File: src/rtl/axi_traffic_agent.sv
// -----------------------------------------------------------------------------
// axi_traffic_agent
//
// Traffic agent that bundles three bus roles around the AES kernel:
//   * AXI4-Lite master, driven by a one-at-a-time command/response port.
//   * AXI4-Stream master (one-deep register slice) fed from a source port.
//   * AXI4-Stream slave (one-deep register slice) draining into a sink port.
//
// Ports
//   aclk, areset             clock, synchronous active-high reset
//   cmd_*                    command in: valid/ready, write flag, addr, wdata
//   rsp_*                    one-cycle completion pulse with rdata and resp
//   m_axi_*                  AXI4-Lite master (aw/w/b/ar/r channels)
//   src_* -> m_axis_*        stream master path
//   s_axis_* -> snk_*        stream slave path
//   mst_beats, slv_beats     free-running handshake counters (wrap at 2^32)
// -----------------------------------------------------------------------------
module axi_traffic_agent #(
    parameter int ADDR_W  = 32,
    parameter int DATA_W  = 32,
    parameter int TDATA_W = 128
) (
    input  logic                aclk,
    input  logic                areset,
    // command / response
    input  logic                cmd_valid,
    output logic                cmd_ready,
    input  logic                cmd_write,
    input  logic [ADDR_W-1:0]   cmd_addr,
    input  logic [DATA_W-1:0]   cmd_wdata,
    output logic                rsp_valid,
    output logic [DATA_W-1:0]   rsp_rdata,
    output logic [1:0]          rsp_resp,
    // AXI4-Lite master
    output logic [ADDR_W-1:0]   m_axi_awaddr,
    output logic                m_axi_awvalid,
    input  logic                m_axi_awready,
    output logic [DATA_W-1:0]   m_axi_wdata,
    output logic [DATA_W/8-1:0] m_axi_wstrb,
    output logic                m_axi_wvalid,
    input  logic                m_axi_wready,
    input  logic [1:0]          m_axi_bresp,
    input  logic                m_axi_bvalid,
    output logic                m_axi_bready,
    output logic [ADDR_W-1:0]   m_axi_araddr,
    output logic                m_axi_arvalid,
    input  logic                m_axi_arready,
    input  logic [DATA_W-1:0]   m_axi_rdata,
    input  logic [1:0]          m_axi_rresp,
    input  logic                m_axi_rvalid,
    output logic                m_axi_rready,
    // stream master path
    input  logic                src_valid,
    output logic                src_ready,
    input  logic [TDATA_W-1:0]  src_data,
    output logic                m_axis_tvalid,
    input  logic                m_axis_tready,
    output logic [TDATA_W-1:0]  m_axis_tdata,
    // stream slave path
    input  logic                s_axis_tvalid,
    output logic                s_axis_tready,
    input  logic [TDATA_W-1:0]  s_axis_tdata,
    output logic                snk_valid,
    input  logic                snk_ready,
    output logic [TDATA_W-1:0]  snk_data,
    // counters
    output logic [31:0]         mst_beats,
    output logic [31:0]         slv_beats
);

    typedef enum logic [2:0] {
        S_IDLE  = 3'd0,
        S_WADDR = 3'd1,
        S_WRESP = 3'd2,
        S_RADDR = 3'd3,
        S_RDATA = 3'd4,
        S_DONE  = 3'd5
    } state_t;

    state_t              state_q, state_d;
    logic [ADDR_W-1:0]   addr_q, addr_d;
    logic [DATA_W-1:0]   wdata_q, wdata_d;
    logic [DATA_W-1:0]   rdata_q, rdata_d;
    logic [1:0]          resp_q, resp_d;
    // aw and w complete independently; each remembers its own handshake
    logic                aw_done_q, aw_done_d;
    logic                w_done_q, w_done_d;

    logic                aw_hs, w_hs;

    assign aw_hs = m_axi_awvalid & m_axi_awready;
    assign w_hs  = m_axi_wvalid & m_axi_wready;

    // ---------------- AXI4-Lite FSM: state register ----------------
    always_ff @(posedge aclk) begin
        if (areset) begin
            state_q   <= S_IDLE;
            addr_q    <= '0;
            wdata_q   <= '0;
            rdata_q   <= '0;
            resp_q    <= '0;
            aw_done_q <= 1'b0;
            w_done_q  <= 1'b0;
        end else begin
            state_q   <= state_d;
            addr_q    <= addr_d;
            wdata_q   <= wdata_d;
            rdata_q   <= rdata_d;
            resp_q    <= resp_d;
            aw_done_q <= aw_done_d;
            w_done_q  <= w_done_d;
        end
    end

    // ---------------- AXI4-Lite FSM: next state ----------------
    always_comb begin
        state_d   = state_q;
        addr_d    = addr_q;
        wdata_d   = wdata_q;
        rdata_d   = rdata_q;
        resp_d    = resp_q;
        aw_done_d = aw_done_q;
        w_done_d  = w_done_q;
        case (state_q)
            S_IDLE: begin
                if (cmd_valid) begin
                    addr_d    = cmd_addr;
                    wdata_d   = cmd_wdata;
                    rdata_d   = '0;   // writes report zero read data
                    resp_d    = '0;
                    aw_done_d = 1'b0;
                    w_done_d  = 1'b0;
                    state_d   = cmd_write ? S_WADDR : S_RADDR;
                end
            end
            S_WADDR: begin
                if (aw_hs) aw_done_d = 1'b1;
                if (w_hs)  w_done_d  = 1'b1;
                // both channels may finish in the same cycle
                if ((aw_done_q | aw_hs) && (w_done_q | w_hs)) state_d = S_WRESP;
            end
            S_WRESP: begin
                if (m_axi_bvalid) begin
                    resp_d  = m_axi_bresp;
                    state_d = S_DONE;
                end
            end
            S_RADDR: begin
                if (m_axi_arready) state_d = S_RDATA;
            end
            S_RDATA: begin
                if (m_axi_rvalid) begin
                    rdata_d = m_axi_rdata;
                    resp_d  = m_axi_rresp;
                    state_d = S_DONE;
                end
            end
            S_DONE:  state_d = S_IDLE;
            default: state_d = S_IDLE;
        endcase
    end

    // ---------------- AXI4-Lite FSM: outputs ----------------
    always_comb begin
        cmd_ready     = (state_q == S_IDLE);
        m_axi_awvalid = (state_q == S_WADDR) && !aw_done_q;
        m_axi_wvalid  = (state_q == S_WADDR) && !w_done_q;
        m_axi_bready  = (state_q == S_WRESP);
        m_axi_arvalid = (state_q == S_RADDR);
        m_axi_rready  = (state_q == S_RDATA);
        rsp_valid     = (state_q == S_DONE);
        m_axi_awaddr  = addr_q;
        m_axi_araddr  = addr_q;
        m_axi_wdata   = wdata_q;
        m_axi_wstrb   = '1;
        rsp_rdata     = rdata_q;
        rsp_resp      = resp_q;
    end

    // ---------------- stream master slice ----------------
    logic               m_tvalid_q;
    logic [TDATA_W-1:0] m_tdata_q;

    // accept a new word whenever the slice is empty or draining this cycle
    assign src_ready     = !m_tvalid_q | m_axis_tready;
    assign m_axis_tvalid = m_tvalid_q;
    assign m_axis_tdata  = m_tdata_q;

    always_ff @(posedge aclk) begin
        if (areset) begin
            m_tvalid_q <= 1'b0;
            m_tdata_q  <= '0;
        end else if (src_valid && src_ready) begin
            m_tvalid_q <= 1'b1;
            m_tdata_q  <= src_data;
        end else if (m_axis_tready) begin
            m_tvalid_q <= 1'b0;
        end
    end

    // ---------------- stream slave slice ----------------
    logic               snk_valid_q;
    logic [TDATA_W-1:0] snk_data_q;

    assign s_axis_tready = !snk_valid_q | snk_ready;
    assign snk_valid     = snk_valid_q;
    assign snk_data      = snk_data_q;

    always_ff @(posedge aclk) begin
        if (areset) begin
            snk_valid_q <= 1'b0;
            snk_data_q  <= '0;
        end else if (s_axis_tvalid && s_axis_tready) begin
            snk_valid_q <= 1'b1;
            snk_data_q  <= s_axis_tdata;
        end else if (snk_ready) begin
            snk_valid_q <= 1'b0;
        end
    end

    // ---------------- handshake counters ----------------
    logic [31:0] mst_beats_q, slv_beats_q;

    assign mst_beats = mst_beats_q;
    assign slv_beats = slv_beats_q;

    always_ff @(posedge aclk) begin
        if (areset) begin
            mst_beats_q <= '0;
            slv_beats_q <= '0;
        end else begin
            if (m_axis_tvalid && m_axis_tready) mst_beats_q <= mst_beats_q + 32'd1;
            if (s_axis_tvalid && s_axis_tready) slv_beats_q <= slv_beats_q + 32'd1;
        end
    end

endmodule

File: config.mk
export PLATFORM = sky130hd
export DESIGN_NAME = axi_traffic_agent
export DESIGN_NICKNAME = d
export VERILOG_FILES = /design/src/rtl/axi_traffic_agent.sv
export SDC_FILE = /design/constraint.sdc
export NUM_CORES = 1
export LEC_CHECK = 0
export BUFFER_PORTS_ARGS = -buffer_cell sky130_fd_sc_hd__buf_4
export CAP_MARGIN = 20
export CORE_AREA = 10 10 319 321
export CTS_CLUSTER_DIAMETER = 30
export DETAILED_ROUTE_END_ITERATION = 12
export DIE_AREA = 0 0 329 331
export GPL_ROUTABILITY_DRIVEN = 0
export GPL_TIMING_DRIVEN = 0
export PLACE_DENSITY = 0.48
export SYNTH_ARGS = -nofsm -noshare
export SYNTH_HDL_FRONTEND = slang
export SYNTH_SLANG_ARGS = --single-unit
File: constraint.sdc
create_clock -name aclk -period 2.6 [get_ports aclk]
set_input_delay 0.13 -clock aclk [delete_from_list [all_inputs] [get_ports aclk]]
set_output_delay 0.13 -clock aclk [all_outputs]
set_load 0.05 [all_outputs]
* Word-level counts from Yosys, hierarchy flattened *
Cells that the tools add are included.

word-level totals
  bits in registers = 425
  input bits = 369

operators by class
  add/subtract/negate cells = 2
  equality and inequality tests = 12
  muxes and demuxes = 23
  bitwise gates (word level) = 6
  reduce and logical (&&, ||, !) cells = 22

operators with widths
  cell                     number
  $add A32 B1 Y32 const B  2
  $mux W32                 2
  $pmux W32 S2             1
  $mux W3                  5
  $pmux W3 S5              1
  $ne A2 B2 Y1 const B     6
  $reduce_and A3 Y1        3
  $mux W2                  4
  $reduce_bool A2 Y1       4
  $mux W1                  7
  $eq A3 B2 Y1 const B     2
  $eq A3 B3 Y1 const B     2
  $logic_and A1 B1 Y1      6
  $pmux W2 S3              1
  $reduce_and A5 Y1        1
  $logic_not A1 Y1         4
  $or A1 B1 Y1             4
  $pmux W1 S2              2
  $reduce_and A4 Y1        1
  $eq A3 B1 Y1 const B     1
  $logic_not A3 Y1         1
  $reduce_bool A3 Y1       1
  $and A1 B1 Y1            2
  $ne A2 B1 Y1 const B     1
  $reduce_and A2 Y1        1

* Longest topological paths before layout *
Gate-level depths: netlist (run 1).

  word-level depth = 7
  mapped depth = 8
  gate-level depth less buffers = 6

* Least setup slack after synthesis (run 1) *
Ideal clock, no wire load.

  path kind = register to register
  start point = reg state_q[2]
  end point = reg addr_q[0], in the netlist m_axi_araddr[0]
  arrival time = 2,757 ps
  required time = 2,530 ps
  path slack = -227 ps
  stages on the path, launching flop included = 9
  clock period less this slack = 2,827 ps
  cells stage by stage = dfxtp_1 -> clkbuf_1 -> nor3_1 -> and2_1 -> clkbuf_1 -> clkbuf_1 -> clkbuf_1 -> nand2_1 -> a21oi_1

between the ends
  longest elaborated chain between the ends = 2

RTL lines
  element                             line  RTL
  start: declaration                  80    state_t state_q, state_d;
  start signal: assignment            105   state_q <= state_d;
  $logic_not A3 Y1                    n/a
  via cmd_ready                       27    output logic cmd_ready,
  $reduce_and A2 Y1 (no source line)  n/a
  end signal: assignment              106   addr_q <= addr_d;
  end: declaration                    81    logic [ADDR_W-1:0] addr_q, addr_d;

The timed path passes the listed nets, and every way through them passes these cells.
A chain may end at the register's enable or synchronous reset.

* Final worst setup path (run 1) *
  start point = reg slv_beats_q[9], in the netlist slv_beats[9]
  end point = reg slv_beats_q[30], in the netlist slv_beats[30]

between the ends
  longest elaborated chain between the ends = 1

RTL lines
  element                   line  RTL
  start: declaration        222   logic [31:0] mst_beats_q, slv_beats_q;
  start signal: assignment  233   if (s_axis_tvalid && s_axis_tready) slv_beats_q <= slv_beats_q + 32'd1;
  $add A32 B1 Y32           233

Every way passes these cells.

==> impl_results.md, run 1 <==
* CP Capture Type: flop
* Max FO, Critical Path at 9
* Relative max-transition margin at 0.4320
* Overall Power at between 20 and 30 mW
* Ports at 834
* Share of the synthesized area in the top cell type at 0.5460
* FP Rows at between 100 and 150
* Ys Warns at 0
* Hold Path Cell Cnt at 2
* Post-Syn Area at 15,580 sq um
* Die area at 108,900 sq um
* Hold Vio Cnt, Final at 0
* Crit path launch type: flop
* Gr ovfl total at 0
* Layout cell share with drive strength beyond 1 at 0.3222
* Antenna violations before repair at 5
* Clk_lat worst skew at 710 ps
* Most frequent cell after synthesis: nand2_1
* Max frequency at 0.4077 GHz
* RSZ-0062 raised after global routing: false
* Clock power share at 0.563
* Pint at 19.18 mW
* Drt pass-1 iters at 5
* Core area at between 90,000 and 100,000 sq um
* Data required time of the critical path at 3180 ps
* ANT nets after route at 0
* Clock buffer depth at 3
* First-pass GRT wire length at 126.1 mm
* Buf+Inv Stages, Crit Path at 2
* TNS Setup at 0 ps
* Yosys cell types at 38
* Largest net degree at the start of global routing at 20
* Synthesis-stage register bit count at 425
* Number of global-route vias before repair at 19.15k
* Crit share post-route at 0.9433
* Final wirelength at 89.80 mm
* Seq pwr share at 0.265
* CTS tree: built
* Die W at 329 um
* Top cell type by total area after synthesis: dfxtp_1
* Final nets at 3,669
* Die height at between 300 and 400 um
* Vias per std cell at 4.008
* Pwr per Cell Area at 859.9 nW/um^2
* Drt drc at 0
* DR WL/cell at between 15 and 20 um
* Largest cells by area after synthesis: dfxtp_1 55%, nand2_1 17%, a21oi_1 12%
* Initial detailed-routing violation count at 786
* Setup Crit Path Kind: reg -> reg
* Worst path top cell family by delay: simple AND/OR/NAND/NOR gates
* CP most frequent cell: buf_2
* Area delta synth->final at 101.6%
* Total number of vias at 18.74k
* P_leak at 13.60 nW
* Synth async-reset ratio at 0
* Clock Tree Root: clkbuf_16
* Combinational power share at 0.172
* Switching Share at 0.2901
* Crit. path cell count at 7
* CP cell instances: nand4_2, or3_4, buf_2, or4_1, buf_2, or3_1, a21oi_1
* Tightest Pin Transition at 852.0 ps
* Detail Placement HPWL at just under 70 mm
* CTS Sinks at between 400 and 500
* CP max-delay cell: or3_4
* CP max stage delay at 460 ps
* Max-cap violation count at 0
* GR Util All Layers at 0.1542
* Clock Pin Slew Worst Setup and Hold Paths at around 50 ps
* Arr. time, crit path at between 3000 and 4000 ps
* R2r worst-path depth at 7
* Port buffer count at between 800 and 900
* Number of synthesized flops with an enable pin at 0
* Initial Utilization at 0.1628
* Synth cell count leaders: 706 x nand2_1, 425 x dfxtp_1, 374 x a21oi_1, 132 x clkbuf_1, 62 x nor2_1
* Switching power total at 7.838 mW
* Average cell area after synthesis at 7.890 sq um
* Num CTS Buffers at 118
* Syn Inst Count at roughly 2k
* Clock skew at just over 80 ps
* H-tree levels at 3
* Tmin final at 2453 ps
* Status: finished clean
* Ys flop type: dfxtp_1
* Post-synthesis sequential area ratio at 0.5460
* Final count of pins violating max slew at 0
* Hold Path Class: in -> reg
* # setup viols final at 0
* Max IR drop VDD at between 0.0006 and 0.0007 V
[logic make-up after synthesis]
| kind of cell | Yosys count | share of synthesized area |
|---|---|---|
| and+or+nand+nor | 914 | 0.2407 |
| AOI/OAI and AO/OA | 394 | 0.1282 |
| other | 1 | 0.0002406 |
| adders and majority gates | 2 | 0.001606 |
| buffers and inverters | 187 | 0.05387 |
| muxes | 2 | 0.001285 |
| xor gates and xnor gates | 50 | 0.02810 |
| DFF | 425 | 0.5460 |
[path summary, 6_finish.rpt]
path	endpoint	slack, ps	start
max	slv_beats[30]	150	slv_beats[9]
min	aw_done_q	80	areset
max reg2reg	slv_beats[30]	150	slv_beats[9]
min reg2reg	snk_data[89]	450	snk_data[89]
[cell type report]
type,instances,area [sq um]
diodes,1,2.502
flip-flops and latches,425,8509
plain buffers,176,812.0
multi-input cells,1366,6269
clock inverters,63,909.6
inverters,11,41.29
clock buffers,158,3343
repair buffers,1200,9935
fillers,10089,64290
well taps,1276,1597
[cells in the final DEF, fill, tap and decap left out, types with 10 or more instances in the layout]
master / count
or3_1: 18
dfxtp_1: 424
nor3_1: 17
clkinvlp_4: 11
nand4_1: 16
clkbuf_8: 24
o21ai_0: 12
clkbuf_2: 11
bufinv_16: 17
xnor2_1: 21
a21oi_1: 374
nor2_1: 62
nand3_1: 54
clkinv_2: 27
buf_4: 868
clkbuf_1: 137
dlygate4sd3_1: 367
clkbuf_16: 118
xor2_1: 29
and4_1: 10
inv_1: 11
nand2_1: 706
[registers in the layout, indices dropped and copies added (netlist names), 2 cells and up]
| register | cells |
|---|---|
| state_q | 3 |
| mst_beats | 32 |
| rsp_resp | 2 |
| slv_beats | 32 |
| m_axis_tdata | 128 |
| m_axi_araddr | 32 |
| m_axi_wdata | 32 |
| snk_data | 128 |
| rsp_rdata | 32 |
[metrics by stage]
step / instances / setup WS (ps) / cell area (sq um) / hold WS [ps] / util
final: 4676 / 147.4 / 31420 / 78.20 / 0.3283
after global routing: 4676 / 0.9013 / 31420 / 88.47 / 0.3283
after CTS: 4673 / 10.34 / 31390 / 94.95 / 0.3279
after detailed placement: 4083 / -95.55 / 23430 / 383.6 / 0.2448
after global placement: 4082 / -301.9 / 23410 / 375.6 / 0.2446
after floorplan: 1978 / 95.55 / 15600 / 250.7 / -
[routing by layer]
layer / share of wire / routed length (um) / track usage
met5: 0.00028 / 25 / 0
met4: 0.043 / 3844 / 0.07380
met3: 0.10 / 9178 / 0.06307
met2: 0.47 / 42450 / 0.2551
met1: 0.38 / 34310 / 0.1706
[what timing repair did]
| item | in CTS | in global routing |
|---|---|---|
| pin swaps | 1 | 0 |
| setup endpoints to repair | 44 | 132 |
| resized for setup | 5 | 13 |
| hold endpoints to repair | 366 | 0 |
| buffers inserted | 2 | 2 |
| hold buffers | 367 | 0 |
[power groups by stage]
stage / clock [mW] / sequential, mW / combinational (mW)
2_1_floorplan: 0 / 8.43 / 1.23
3_3_place_gp: 0 / 7.25 / 4.18
3_5_place_dp: 0 / 7.26 / 4.19
4_1_cts: 15.5 / 7.15 / 4.69
5_1_grt: 15.9 / 7.19 / 4.93
6_report: 15.2 / 7.15 / 4.66
No activity file was read; power rests on OpenSTA's default activity.
==> run 2, diff against run 1 <==
- BUFFER_PORTS_ARGS: -buffer_cell sky130_fd_sc_hd__buf_4 -> -buffer_cell sky130_fd_sc_hd__buf_2
- RECOVER_POWER: unset -> 50
==> run 2 against run 1 <==
Against the previous run: worst setup slack lost 12 ps; global-route usage shrank 0.36 points; sequential power is essentially flat; critical endpoint is now snk_data[122]; largest cell class is now sequential cells; largest power group unchanged.
==> impl_results.md, run 2 (same netlist as run 1, synthesis figures left out) <==
* Status: finished clean
* Port buffer count at 828 (unchanged)
* GR Util All Layers at 0.1506 (-0.003600)
* Crit share post-route at 0.9481 (+0.004796)
* Core area at 95,710 sq um (unchanged)
* Clock Pin Slew Worst Setup and Hold Paths at 40 ps (about the same)
* Area delta synth->final at 85.62%
* P_leak at 11.49 nW (-16%)
* RSZ-0062 raised after global routing: false
* Clock Tree Root: clkbuf_16
* Antenna violations before repair at 6 (+1)
* FP Rows at 114 (unchanged)
* Flop2flop setup slack at 130 ps (about the same)
* Worst r2r src: snk_valid
* CP cell instances: nor2b_1, inv_1, nand2_1, clkbuf_1, buf_1, nand2_1, a21oi_1
* Buf+Inv Stages, Crit Path at 3 (+1)
* CP Capture Type: flop
* Total number of vias at 18.89k (+0.80%)
* Worst path top cell family by delay: buffers and inverters
* Number of global-route vias before repair at 19.34k (+0.98%)
* Data required time of the critical path at 3180 ps (about the same)
* Critical path capture point: snk_data[122]
* Drt pass-1 iters at 7 (+2)
* Largest net degree at the start of global routing at 18 (-10%)
* Gr ovfl total at 0 (unchanged)
* R2r worst-path depth at 7 (unchanged)
* Max IR drop VDD at 0.0005445 V (-15%)
* Hold Vio Cnt, Final at 0 (unchanged)
* Tightest Pin Transition at 1349 ps (+497.5 ps)
* CTS tree: built
* Max FO, Critical Path at 10 (+1)
* Detail Placement HPWL at 67.47 mm (-3.0%)
* Clock skew at 48.76 ps (-33.26 ps)
* Initial detailed-routing violation count at 856 (+8.9%)
* Clock buffer depth at 3 (unchanged)
* CP max stage delay at 610 ps (+150 ps)
* Drt drc at 0 (unchanged)
* Max-cap violation count at 0 (unchanged)
* Pwr per Cell Area at 928.6 nW/um^2 (+8.0%)
* # setup viols final at 0 (unchanged)
* H-tree levels at 3 (unchanged)
* Tmin final at 2465 ps (+12.47 ps)
* Clk_lat worst skew at 680 ps (-30 ps)
* CTS Sinks at 425 (unchanged)
* Layout cell share with drive strength beyond 1 at 0.1926 (-0.1295)
* Ports at 834 (unchanged)
* Vias per std cell at 4.041 (+0.82%)
* Crit. path cell count at 7 (unchanged)
* Die W at 329 um (unchanged)
* Setup WS pre-CTS at -102.1 ps (-6.589 ps)
* Fillers at 10.35k (+2.6%)
* Most frequent cells in the layout: 706 x nand2_1, 571 x clkbuf_1, 425 x dfxtp_1
* Commonest non-fill, non-tap cell in the layout: nand2_1
* Arr. time, crit path at 3040 ps (about the same)
* Final wirelength at 87.47 mm (-2.6%)
* PnR worst setup slack at 134.9 ps (-12.47 ps)
* Setup Crit Path Kind: reg -> reg
* CP most frequent cell: nand2_1
* Die area at 108,900 sq um (unchanged)
* Initial Utilization at 0.1628 (unchanged)
* Final count of pins violating max slew at 0 (unchanged)
* Crit path launch type: flop
* Num CTS Buffers at 113 (-4.2%)
* Terminus of the critical flop-to-flop path: snk_data[122]
* Hold Path Class: in -> reg
* WHS at 68.32 ps (-9.882 ps)
* DR WL/cell at 18.71 um (-2.6%)
* Relative max-transition margin at 0.1004 (-0.3316)
* CP max-delay cell: buf_1
* Final nets at 3,667 (-0.055%)
* Setup crit start: snk_valid
* First-pass GRT wire length at 124.0 mm (-1.6%)
* ANT nets after route at 0 (unchanged)
* Max frequency at 0.4057 GHz (-0.51%)
* Die height at 331 um (unchanged)
run 2: changes by cell type in the layout (fill, tap and decap cells not counted), moves of 3 or more:
cell and delta:
diode_2 +3, bufinv_16 +8, clkbuf_1 +434, dlygate4sd3_1 +3, clkinv_4 +3, buf_2 +389
clkbuf_16 -5, clkinv_2 -7, buf_4 -828
run 2: tightest hold or removal path, cell delays in order:
cell,delay (ps)
buf_2,110
a21oi_1,70
o32a_1,190
nand3b_1,100
a21oi_1,60
run 2: metal layers:
metal / routed length (um) / share of wire / GRT usage / up-vias
met5: 27 / 0.00031 / 0 / -
met4: 3279 / 0.037 / 0.06662 / 4
met3: 9346 / 0.11 / 0.06664 / 171
met2: 41590 / 0.48 / 0.2502 / 822
met1: 33230 / 0.38 / 0.1648 / 8764
li1: - / - / - / 9129
run 2: area by class of cell:
class	count	area, sq um	share of cell area
Buffer	175	807.0	0.02790
Antenna cell	4	10.01	0.0003460
Sequential cell	425	8508	0.2941
Multi-Input combinational cell	1366	6271	0.2168
Timing Repair Buffer	1204	7358	0.2544
Clock buffer	148	3199	0.1106
Inverter	11	41.29	0.001427
Clock inverter	66	1135	0.03923
Tap cell	1276	1597	0.05519
run 2: timing repair:
action / CTS / global route
endpoints found under the hold margin: 365 / 0
endpoints found under the setup margin: 36 / 40
hold buffers: 370 / 0
pin swaps: 1 / 1
setup buffers: 2 / 2
gates resized for setup: 5 / 15
run 2: worst min path at each step:
stage,to,slack [ps],cells past startpoint,startpoint
detailed placement,m_axi_araddr[5],380,3,cmd_addr[5]
finish,state_q[0],70,5,cmd_valid
floorplan,snk_valid,250,2,s_axis_tvalid
global placement,snk_data[59],370,3,s_axis_tdata[59]
CTS,state_q[0],9,5,cmd_valid
global route,state_q[0],70,5,cmd_valid
run 2: where the power goes:
group	leakage, nW	internal (mW)	switching (mW)
Combinational	5.92	1.14	2.97
Sequential	3.48	6.91	0.241
Clock	2.09	11.1	4.51
Total	11.5	19.1	7.72
run 2: metrics by stage:
stage               power, mW  TNS (ps)    util  std cells  cell area [sq um]
floorplan               9.663         0       -       1978              15600
global placement        11.00    -11370  0.2230       4082              21340
detailed placement      11.01     -1439  0.2233       4084              21370
CTS                     27.24         0  0.3076       4669              29440
global route            27.85         0  0.3022       4672              28920
finish                  26.86         0  0.3022       4675              28930
==> run 3, diff against run 2 <==
- ABC_AREA: unset -> 1
- CORE_AREA: 10 10 319 321 -> 2 2 323 325
- DIE_AREA: 0 0 329 331 -> 0 0 325 327
- PLACE_DENSITY: 0.48 -> 0.46
==> run 3 against run 2 <==
Against the previous run: final cell count grew 7.1%; worst setup slack gained 18 ps; global-route usage grew 1.1 points; first-iteration DRC count grew 32%; clock power is essentially flat; register-to-register slack gained 130 ps; power grew 11%; hold slack lost 32 ps; largest cell class unchanged.
==> impl_results.md, run 3 <==
* Port buffer count at 828 (unchanged)
* Ports at 834 (unchanged)
* Pwr per Cell Area at 999.5 nW/um^2 (+7.6%)
* Max FO, Critical Path at 10 (unchanged)
* Num CTS Buffers at 120 (+6.2%)
* CP cell instances: nor2_1, nand2_1, inv_2, buf_1, buf_2
* Worst path top cell family by delay: buffers and inverters
* Layout cell share with drive strength beyond 1 at 0.1913 (-0.001358)
* Average cell area after synthesis at 7.407 sq um (-6.1%)
* Number of synthesized flops with an enable pin at 0 (unchanged)
* DR WL/cell at 17.90 um (-4.3%)
* Tightest Pin Transition at 1062 ps (-287.6 ps)
* Initial Utilization at 0.1577 (-0.005126)
* Clock buffer depth at 3 (unchanged)
* Commonest non-fill, non-tap cell in the layout: nor2_1
* Buf+Inv Stages, Crit Path at 3 (unchanged)
* Hold Vio Cnt, Final at 0 (unchanged)
* Vias per std cell at 3.985 (-1.4%)
* Initial detailed-routing violation count at 1,129 (+32%)
* Post-Syn Area at 16,230 sq um (+4.1%)
* H-tree levels at 3 (unchanged)
* Synth cell count leaders: 648 x nor2_1, 425 x dfxtp_1, 298 x o21ai_0, 238 x nand2_1, 129 x a21oi_1
* Ys flop type: dfxtp_1
* Clk_lat worst skew at 680 ps (about the same)
* Data required time of the critical path at 2470 ps (-710 ps)
* CP Capture Type: output port
* CP max stage delay at 450 ps (-160 ps)
* Synthesis-stage register bit count at 425 (unchanged)
* Setup Crit Path Kind: reg -> out
* GR Util All Layers at 0.1614 (+0.01085)
* Final count of pins violating max slew at 0 (unchanged)
* # setup viols final at 0 (unchanged)
* Arr. time, crit path at 2320 ps (-720 ps)
* Fillers at 11.44k (+11%)
* Most frequent cell after synthesis: nor2_1
* Final wirelength at 89.64 mm (+2.5%)
* Share of the synthesized area in the top cell type at 0.5243 (-0.02168)
* Relative max-transition margin at 0.2921 (+0.1918)
* Synth async-reset ratio at 0 (unchanged)
* Clock skew at 61.01 ps (+12.25 ps)
* Area delta synth->final at 83.05%
* Hold Path Class: in -> reg
* Gr ovfl total at 0 (unchanged)
* Yosys cell types at 33 (-13%)
* Post-route cell area at 29,700 sq um (+2.7%)
* Detail Placement HPWL at 68.13 mm (+0.98%)
* Tmin final at 2447 ps (-18.41 ps)
* Clock Tree Root: clkbuf_16
* Die W at 325 um (-1.2%)
* CTS tree: built
* Status: finished clean
* Overall Power at 29.69 mW (+11%)
* P_leak at 12.43 nW (+8.1%)
* Post-synthesis sequential area ratio at 0.5243 (-0.02168)
* Dpl cell area at 22,130 sq um (+3.5%)
* Ys Warns at 0 (unchanged)
* ANT nets after route at 0 (unchanged)
* Max-cap violation count at 0 (unchanged)
* Clock Pin Slew Worst Setup and Hold Paths at 40 ps (about the same)
* Crit path launch type: flop
* Drt drc at 0 (unchanged)
* CP max-delay cell: buf_1
* Max frequency at 0.4087 GHz (+0.75%)
* Die area at 106,300 sq um (-2.4%)
* Final nets at 3,894 (+6.2%)
* Total number of vias at 19.95k (+5.6%)
* Core area at 102,900 sq um (+7.5%)
* Die height at 327 um (-1.2%)
* Syn Inst Count at 2,191 (+11%)
* First-pass GRT wire length at 128.7 mm (+3.7%)
* Antenna violations before repair at 10 (+4)
* Max IR drop VDD at 0.0006009 V (+10%)
* Largest cells by area after synthesis: dfxtp_1 52%, nor2_1 15%, o21ai_0 9.2%
* Number of global-route vias before repair at 19.90k (+2.9%)
* RSZ-0062 raised after global routing: false
* Drt pass-1 iters at 7 (unchanged)
* Most frequent cells in the layout: 649 x nor2_1, 539 x clkbuf_1, 434 x buf_2
* CTS Sinks at 425 (unchanged)
* Largest net degree at the start of global routing at 21 (+3)
* Top cell type by total area after synthesis: dfxtp_1
* FP Rows at 118 (+3.5%)
* Crit share post-route at 0.9410 (-0.007080)
## run 3: cell types whose count changed after synthesis, moves of 40 or more
cell | previous run | this run
clkbuf_1 | 132 | 92
nand3_1 | 54 | 114
a21oi_1 | 374 | 129
nand2_1 | 706 | 238
o21ai_0 | 12 | 298
inv_1 | 11 | 90
nor2_1 | 62 | 648
## run 3: final timing paths
path,startpoint,endpoint,slack (ps),depth (start not counted)
setup reg to reg,snk_valid,snk_data[37],260,6
setup / recovery,state_q[1],m_axi_rready,150,5
hold / removal,areset,m_axis_tvalid,40,3
hold reg to reg,m_axi_wdata[21],m_axi_wdata[21],460,2
## run 3: layout make-up
class                   instances  area (sq um)  area share
diodes                          4         10.01   0.0003370
flip-flops and latches        425          8508      0.2864
plain buffers                 170         839.6     0.02826
well taps                    1380          1727     0.05813
clock inverters                49         822.0     0.02767
repair buffers               1207          7410      0.2494
inverters                      94         352.8     0.01188
clock buffers                 173          3502      0.1179
multi-input cells            1505          6534      0.2200
## run 3: kinds of logic after synthesis
group | count (synthesis) | synth area share
buf+inv | 264 | 0.07317
simple gates | 1056 | 0.2617
fa+ha+maj | 2 | 0.001542
flops | 425 | 0.5243
compound gates | 436 | 0.1353
other cells | 1 | 0.0002311
xor+xnor | 7 | 0.003778
## run 3: metrics by stage
step | cells | util | setup WS, ps | hold slack [ps] | TNS (ps)
finish | 5007 | 0.2887 | 153.3 | 36.47 | 0
global placement | 4402 | 0.2149 | -22.33 | 364.7 | -22.33
global route | 5004 | 0.2886 | 5.843 | 27.98 | 0
floorplan | 2194 | - | 357.7 | 269.1 | 0
CTS | 5003 | 0.2938 | 99.62 | 1.734 | 0
detailed placement | 4403 | 0.2150 | -46.01 | 364.2 | -97.50
## run 3: layer usage
metal / part of all wire / global-route usage / vias up
li1: - / - / 9757
met1: 0.43 / 0.1961 / 9245
met2: 0.45 / 0.2565 / 780
met3: 0.089 / 0.06037 / 163
met4: 0.032 / 0.06612 / 6
met5: 0.00049 / 0 / -
## run 3: worst reg2reg max path: cells and delay by family, from the launching register on
family | cells | cell delay [ps]
and+or+nand+nor | 3 | 580
AOI/OAI and AO/OA | 1 | 420
DFF | 1 | 350
buffers and inverters | 2 | 960
## run 3: repair_timing
action	CTS	global route
hold endpoints to repair	367	0
hold buffers	378	0
gates resized for setup	2	2
setup endpoints to repair	5	1
gates cloned	0	0
setup buffers	0	0
## run 3: where the power goes
part           internal [mW]  switching, mW  leakage [nW]  total [mW]
Combinational           1.74           4.98          6.82        6.72
Clock                   10.8           4.58          2.10        15.4
Sequential              7.18          0.389          3.50        7.56
Total                   19.7           9.95          12.4        29.7
